==> src/rtl/alu_stage_pkg.sv <==
// Shared definitions for the ALU result stage: result width, writeback FSM
// state encoding and the 3-bit branch condition codes.
package alu_stage_pkg;

  localparam int DATA_W = 16;

  // Writeback holding FSM: IDLE = no result held, HOLD = result awaiting
  // acceptance by the register-file write port.
  typedef enum logic [0:0] {
    ST_IDLE = 1'b0,
    ST_HOLD = 1'b1
  } stage_state_e;

  // Branch condition codes.
  localparam logic [2:0] COND_NEVER  = 3'b000;
  localparam logic [2:0] COND_ALWAYS = 3'b001;
  localparam logic [2:0] COND_Z      = 3'b010;
  localparam logic [2:0] COND_NZ     = 3'b011;
  localparam logic [2:0] COND_N      = 3'b100;
  localparam logic [2:0] COND_NN     = 3'b101;
  localparam logic [2:0] COND_C      = 3'b110;
  localparam logic [2:0] COND_NC     = 3'b111;

endpackage

==> src/rtl/alu_result_stage_if.sv <==
// Bus bundle between the control unit / ALU / register file and the ALU
// result stage.
//   master : drives the ALU result, flags, strobes and writeback ready;
//            observes held result, flag register, WBValid, BranchTaken,
//            Overrun.
//   slave  : the result stage itself (mirror directions).
interface alu_result_stage_if;
  import alu_stage_pkg::*;

  logic [DATA_W-1:0] input_ALU;
  logic              input_Zero;
  logic              input_Negative;
  logic              input_Carry;
  logic              input_Valid;
  logic              input_FlagWrite;
  logic              input_BranchEval;
  logic [2:0]        input_BranchCond;
  logic              input_WBReady;

  logic [DATA_W-1:0] output_ALUOut;
  logic              output_FlagZ;
  logic              output_FlagN;
  logic              output_FlagC;
  logic              output_WBValid;
  logic              output_BranchTaken;
  logic              output_Overrun;

  modport master (
    output input_ALU, input_Zero, input_Negative, input_Carry,
    output input_Valid, input_FlagWrite, input_BranchEval, input_BranchCond,
    output input_WBReady,
    input  output_ALUOut, output_FlagZ, output_FlagN, output_FlagC,
    input  output_WBValid, output_BranchTaken, output_Overrun
  );

  modport slave (
    input  input_ALU, input_Zero, input_Negative, input_Carry,
    input  input_Valid, input_FlagWrite, input_BranchEval, input_BranchCond,
    input  input_WBReady,
    output output_ALUOut, output_FlagZ, output_FlagN, output_FlagC,
    output output_WBValid, output_BranchTaken, output_Overrun
  );

endinterface

==> src/rtl/alu_result_stage_branch_cond_eval.sv <==
// Combinational branch condition evaluator.
//   flag_z_i, flag_n_i, flag_c_i : flag values to test (already forwarded)
//   cond_i                       : 3-bit condition code
//   taken_o                      : 1 when the condition holds
module branch_cond_eval
  import alu_stage_pkg::*;
(
  input  logic       flag_z_i,
  input  logic       flag_n_i,
  input  logic       flag_c_i,
  input  logic [2:0] cond_i,
  output logic       taken_o
);

  always_comb begin
    taken_o = 1'b0;
    case (cond_i)
      COND_NEVER:  taken_o = 1'b0;
      COND_ALWAYS: taken_o = 1'b1;
      COND_Z:      taken_o = flag_z_i;
      COND_NZ:     taken_o = ~flag_z_i;
      COND_N:      taken_o = flag_n_i;
      COND_NN:     taken_o = ~flag_n_i;
      COND_C:      taken_o = flag_c_i;
      COND_NC:     taken_o = ~flag_c_i;
      default:     taken_o = 1'b0;
    endcase
  end

endmodule

==> src/rtl/alu_result_stage.sv <==
// ALU result stage: holds the ALU result until the register file accepts
// it, maintains the architectural Z/N/C flag register and produces a
// registered branch decision.
//   input_CLK   : clock, all state updates on rising edge
//   input_Reset : synchronous active-high reset
//   bus (slave) : ALU result/flags, Valid/FlagWrite strobes, branch
//                 evaluation request, WBReady; outputs held result, flags,
//                 WBValid, BranchTaken and sticky Overrun.
// All outputs come straight from registers.
module alu_result_stage
  import alu_stage_pkg::*;
(
  input  logic                input_CLK,
  input  logic                input_Reset,
  alu_result_stage_if.slave   bus
);

  stage_state_e      state_q, state_d;
  logic [DATA_W-1:0] alu_q, alu_d;
  logic              fz_q, fz_d;
  logic              fn_q, fn_d;
  logic              fc_q, fc_d;
  logic              taken_q, taken_d;
  logic              ovr_q, ovr_d;
  logic              flag_load;
  logic              cond_taken;

  // Writeback FSM and result register. The result bus is only ever
  // steered into alu_d; no control decision looks at its value.
  always_comb begin
    state_d = state_q;
    alu_d   = alu_q;
    ovr_d   = ovr_q;
    case (state_q)
      ST_IDLE: begin
        if (bus.input_Valid) begin
          alu_d   = bus.input_ALU;
          state_d = ST_HOLD;
        end
      end
      ST_HOLD: begin
        if (bus.input_WBReady) begin
          // Writeback completes; a simultaneous new result refills the
          // holding register with no bubble.
          if (bus.input_Valid) begin
            alu_d = bus.input_ALU;
          end else begin
            state_d = ST_IDLE;
          end
        end else if (bus.input_Valid) begin
          // Holding register busy: new result is dropped, flag it.
          ovr_d = 1'b1;
        end
      end
      default: state_d = ST_IDLE;
    endcase
  end

  // Flag register update. The next-state values double as the forwarded
  // flags for branch evaluation, so a same-cycle flag write is seen.
  assign flag_load = bus.input_Valid & bus.input_FlagWrite;

  always_comb begin
    fz_d = fz_q;
    fn_d = fn_q;
    fc_d = fc_q;
    if (flag_load) begin
      fz_d = bus.input_Zero;
      fn_d = bus.input_Negative;
      fc_d = bus.input_Carry;
    end
  end

  branch_cond_eval u_cond (
    .flag_z_i (fz_d),
    .flag_n_i (fn_d),
    .flag_c_i (fc_d),
    .cond_i   (bus.input_BranchCond),
    .taken_o  (cond_taken)
  );

  always_comb begin
    taken_d = taken_q;
    if (bus.input_BranchEval) begin
      taken_d = cond_taken;
    end
  end

  always_ff @(posedge input_CLK) begin
    if (input_Reset) begin
      state_q <= ST_IDLE;
      alu_q   <= '0;
      fz_q    <= 1'b0;
      fn_q    <= 1'b0;
      fc_q    <= 1'b0;
      taken_q <= 1'b0;
      ovr_q   <= 1'b0;
    end else begin
      state_q <= state_d;
      alu_q   <= alu_d;
      fz_q    <= fz_d;
      fn_q    <= fn_d;
      fc_q    <= fc_d;
      taken_q <= taken_d;
      ovr_q   <= ovr_d;
    end
  end

  assign bus.output_ALUOut      = alu_q;
  assign bus.output_FlagZ       = fz_q;
  assign bus.output_FlagN       = fn_q;
  assign bus.output_FlagC       = fc_q;
  assign bus.output_WBValid     = (state_q == ST_HOLD);
  assign bus.output_BranchTaken = taken_q;
  assign bus.output_Overrun     = ovr_q;

endmodule

==> src/flat_wrapper.sv <==
// flat-port wrapper written by rule: the top's interface ports become plain ports
module alu_result_stage_flat import alu_stage_pkg::*;
  (input_CLK, input_Reset, bus_input_ALU, bus_input_Zero, bus_input_Negative, bus_input_Carry, bus_input_Valid, bus_input_FlagWrite, bus_input_BranchEval, bus_input_BranchCond, bus_input_WBReady, bus_output_ALUOut, bus_output_FlagZ, bus_output_FlagN, bus_output_FlagC, bus_output_WBValid, bus_output_BranchTaken, bus_output_Overrun);
  alu_result_stage_if bus_i ();
  input  logic input_CLK;
  input  logic input_Reset;
  input wire logic [$bits(bus_i.input_ALU)-1:0] bus_input_ALU;
  input wire logic [$bits(bus_i.input_Zero)-1:0] bus_input_Zero;
  input wire logic [$bits(bus_i.input_Negative)-1:0] bus_input_Negative;
  input wire logic [$bits(bus_i.input_Carry)-1:0] bus_input_Carry;
  input wire logic [$bits(bus_i.input_Valid)-1:0] bus_input_Valid;
  input wire logic [$bits(bus_i.input_FlagWrite)-1:0] bus_input_FlagWrite;
  input wire logic [$bits(bus_i.input_BranchEval)-1:0] bus_input_BranchEval;
  input wire logic [$bits(bus_i.input_BranchCond)-1:0] bus_input_BranchCond;
  input wire logic [$bits(bus_i.input_WBReady)-1:0] bus_input_WBReady;
  output wire logic [$bits(bus_i.output_ALUOut)-1:0] bus_output_ALUOut;
  output wire logic [$bits(bus_i.output_FlagZ)-1:0] bus_output_FlagZ;
  output wire logic [$bits(bus_i.output_FlagN)-1:0] bus_output_FlagN;
  output wire logic [$bits(bus_i.output_FlagC)-1:0] bus_output_FlagC;
  output wire logic [$bits(bus_i.output_WBValid)-1:0] bus_output_WBValid;
  output wire logic [$bits(bus_i.output_BranchTaken)-1:0] bus_output_BranchTaken;
  output wire logic [$bits(bus_i.output_Overrun)-1:0] bus_output_Overrun;
  assign bus_i.input_ALU = bus_input_ALU;
  assign bus_i.input_Zero = bus_input_Zero;
  assign bus_i.input_Negative = bus_input_Negative;
  assign bus_i.input_Carry = bus_input_Carry;
  assign bus_i.input_Valid = bus_input_Valid;
  assign bus_i.input_FlagWrite = bus_input_FlagWrite;
  assign bus_i.input_BranchEval = bus_input_BranchEval;
  assign bus_i.input_BranchCond = bus_input_BranchCond;
  assign bus_i.input_WBReady = bus_input_WBReady;
  assign bus_output_ALUOut = bus_i.output_ALUOut;
  assign bus_output_FlagZ = bus_i.output_FlagZ;
  assign bus_output_FlagN = bus_i.output_FlagN;
  assign bus_output_FlagC = bus_i.output_FlagC;
  assign bus_output_WBValid = bus_i.output_WBValid;
  assign bus_output_BranchTaken = bus_i.output_BranchTaken;
  assign bus_output_Overrun = bus_i.output_Overrun;
  alu_result_stage u_core (.input_CLK(input_CLK), .input_Reset(input_Reset), .bus(bus_i));
endmodule
==> config.mk <==
export PLATFORM = sky130hd
export DESIGN_NAME = alu_result_stage_flat
export DESIGN_NICKNAME = d
export VERILOG_FILES = /design/src/rtl/alu_stage_pkg.sv /design/src/rtl/alu_result_stage_if.sv /design/src/rtl/alu_result_stage_branch_cond_eval.sv /design/src/rtl/alu_result_stage.sv /design/src/flat_wrapper.sv
export SDC_FILE = /design/constraint.sdc
export NUM_CORES = 1
export LEC_CHECK = 0
export ABC_AREA = 1
export CORE_ASPECT_RATIO = 0.75
export CORE_MARGIN = 1
export CORE_UTILIZATION = 40
export CTS_CLUSTER_DIAMETER = 80
export DETAILED_ROUTE_END_ITERATION = 8
export PLACE_DENSITY = 0.91
export SLEW_MARGIN = 5
export SYNTH_ARGS = -nofsm -noshare
export SYNTH_HDL_FRONTEND = slang
export SYNTH_SLANG_ARGS = --single-unit
==> constraint.sdc <==
create_clock -name input_CLK -period 2.7 [get_ports input_CLK]
set_input_delay 0.405 -clock input_CLK [delete_from_list [all_inputs] [get_ports input_CLK]]
set_output_delay 0.405 -clock input_CLK [all_outputs]
set_load 0.03 [all_outputs]
==> out/summary.txt <==
pre-CTS setup slack: 0.784 ns
Final Hold Viols: 0
Leak Pwr: 0.000600 µW
worst-path maximum fanout: 2
post-synth net total: 160
yosys warns: 0
crit path time final: 1.76 ns
HPWL Detailed: 1760 µm
cell count after synthesis: 132
outcome: complete, but fails checks
worst-case clock buffer depth: 2
Buf/Inv on CP: 1
Pwr Total: 667 µW
nets@finish: 209
WL per Instance: 11.0 µm
area leader, netlist: dfxtp_1
number of flops mapped to enable cells by yosys: 0
Root Driver: clkbuf_4
initial antenna violation count: 0
Slew Limit Fails: 0
Post-CTS Setup Bufs: 0
Seq/Total Area, Yosys: 48.2%
Final setup viols: 0
worst hold endpoint: u_core.bus.output_BranchTaken
syn_area_per_cell: 6.93 µm²
CTS Sinks: 22
internal power: 478 µW
worst-skew pair later-pin latency: 0.29 ns
# Max-Cap Violations: 0
CTS tree: built
Slew @ Worst Pin: 0.740 ns
top-level I/O count: 50
register area: 440 µm²
Worst path max stage delay: 0.68 ns
die area: 2480 µm²
top_reg_cell synth: dfxtp_1
gr usage total: 18.4%
worst clock skew: 0.00162 ns
via count: 984
# hold bufs at CTS: 0
Seq pwr share: 53.2%
DR iter-0 viols: 38
critical-path cell list: clkdlybuf4s50_1
Final Cycle Share: 65.2%
core box area: 2080 µm²
total wire length: 2240 µm
RSZ-0062 raised after global routing: no
critical path data required time: 2.30 ns
reg2reg start: u_core.bus.output_WBValid
Chip Width: 57.2 µm
Startpoint Class: register
total CTS buffers: 3
FILL cells: 179
Crit. End Element: primary output
Cell Rows: 14
Mapped Area: 915 µm²
sw power: 189 µW
grt ovf: 0
Die Span Y: 43.4 µm
first-pass GRT wire length: 3520 µm
Clock power frac: 20.8%
ranking of synthesized cells by area: dfxtp_1 48%, nand2_1 22%, a21oi_1 11%
vias per std cell: 4.85
CP delay by family, top: buffers and inverters
failing checks: design-rule violations
largest net degree at the start of global routing: 23
worst hold stages: 2
Max stage delay cell, worst path: clkdlybuf4s50_1
TritonRoute pass-1 iters: 6
Worst Path Arrival: 1.35 ns
Gate power share: 26.1%
Hold Crit Class: reg2reg
Antenna Diode Count: 0
input/output buffers: 49
critical path class: reg2out
share of layout cells above drive strength 1: 4.47%
Multi-input gate area: 402 µm²
register bit total from synthesis: 22
DRC Markers: 2
FFs w/ async S/R, synth: 0%
number of routed nets with antenna violations: 0
Util after Layout: 68.2%
fmax: 568 MHz
Max-Slew Margin vs Limit: 50.5%
Synth top cells by count: 53 x nand2_1, 22 x dfxtp_1, 21 x a21oi_1
GP Congestion: 0.859
reg2reg path depth: 5
# resized after CTS: 0
TNS Setup: 0 ns
P per Cell Area: 469 nW/µm²
top-area cell type share of the netlist area: 48.2%
htree depth: 1
Area Overhead vs Synth: 55.5%
Final Cell Area: 1420 µm²
number of global-route vias before repair: 868
Max rail drop VDD: 334 µV
Final WS setup: 0.940 ns
Synth cell types: 12
Net Sw Frac: 28.3%
most frequent cell after synthesis: nand2_1
Hold Startpoint: u_core.bus.output_BranchTaken
Crit Reg-Reg Endpoint: u_core.bus.output_ALUOut[14]
Initial Util: 43.9%
Placement Cell Area: 1400 µm²
R2R setup slack: 1.48 ns
clk slew on worst S/H paths: 0.11 ns
cells by family (layout without fill, tap and decap cells):
logic type             count (synthesis)  count (layout)  share of synthesized area [%]
AND/OR/NAND/NOR                       74              74                           32.4
flip-flops                            22              22                           48.2
AO/OA/AOI/OAI                         21              21                           11.5
buffers and inverters                 15              62                           7.93
worst max-delay path by stage:
stage / startpoint / to / slack (ns) / cells after the start
2_1_floorplan: u_core.bus.output_WBValid / u_core.bus.output_ALUOut[10] / 1.50 / 5
3_3_place_gp: bus_input_Valid / u_core.bus.output_ALUOut[4] / 0.86 / 5
3_5_place_dp: bus_input_Valid / u_core.bus.output_ALUOut[14] / 0.78 / 5
4_1_cts: u_core.bus.output_ALUOut[13] / bus_output_ALUOut[13] / 0.93 / 1
5_1_grt: u_core.bus.output_WBValid / bus_output_WBValid / 0.88 / 1
6_report: u_core.bus.output_ALUOut[14] / bus_output_ALUOut[14] / 0.94 / 1
stage by stage:
step                instances  hold slack [ns]
floorplan                 132            0.474
global placement          200            0.438
detailed placement        200            0.459
CTS                       203            0.477
global route              203            0.499
finish                    203            0.469
area by class of cell:
| class | instances | area share [%] |
|---|---|---|
| Clock buffer | 3 | 1.58 |
| Sequential cell | 22 | 31.0 |
| Tap cell | 24 | 2.11 |
| Inverter | 10 | 2.64 |
| Multi-Input combinational cell | 95 | 28.2 |
| Timing Repair Buffer | 49 | 34.5 |
registers in the layout, indices dropped and copies added (netlist names):
register                       cells
u_core.bus.output_ALUOut          16
u_core.bus.output_BranchTaken      1
u_core.bus.output_FlagC            1
u_core.bus.output_FlagN            1
u_core.bus.output_FlagZ            1
u_core.bus.output_Overrun          1
u_core.bus.output_WBValid          1
metal layers:
layer  share of wire [%]  GRT usage, %  up-vias  routed length (µm)
met3                 7.5          5.37        2                 168
met1                  42          21.5      442                 943
li1                    -             -      506                   -
met5                   0             0        -                   0
met2                  50          32.9       34                1120
met4                0.31          5.85        0                   7
power groups by stage:
stage / clock [µW] / combinational (µW) / sequential (µW)
after CTS: 146 / 175 / 355
after global routing: 157 / 186 / 357
after floorplan: 0 / 52.4 / 398
after global placement: 0 / 170 / 361
after detailed placement: 0 / 174 / 362
final: 139 / 174 / 355
worst register-to-register path, delay by kind of cell (launching register included):
| family | cells | cell delay (ns) |
|---|---|---|
| compound gates | 1 | 0.15 |
| buf+inv | 1 | 0.28 |
| flops | 1 | 0.34 |
| simple gates | 3 | 0.36 |
cell usage in the layout, fill, tap and decap left out:
cell	instances
nand2_1	53
nand3_1	7
dfxtp_1	22
inv_2	1
clkbuf_4	3
nor2_1	10
a21oi_1	21
clkdlybuf4s50_1	49
nand2_2	4
inv_1	9
(Power assumes the default switching activity.)
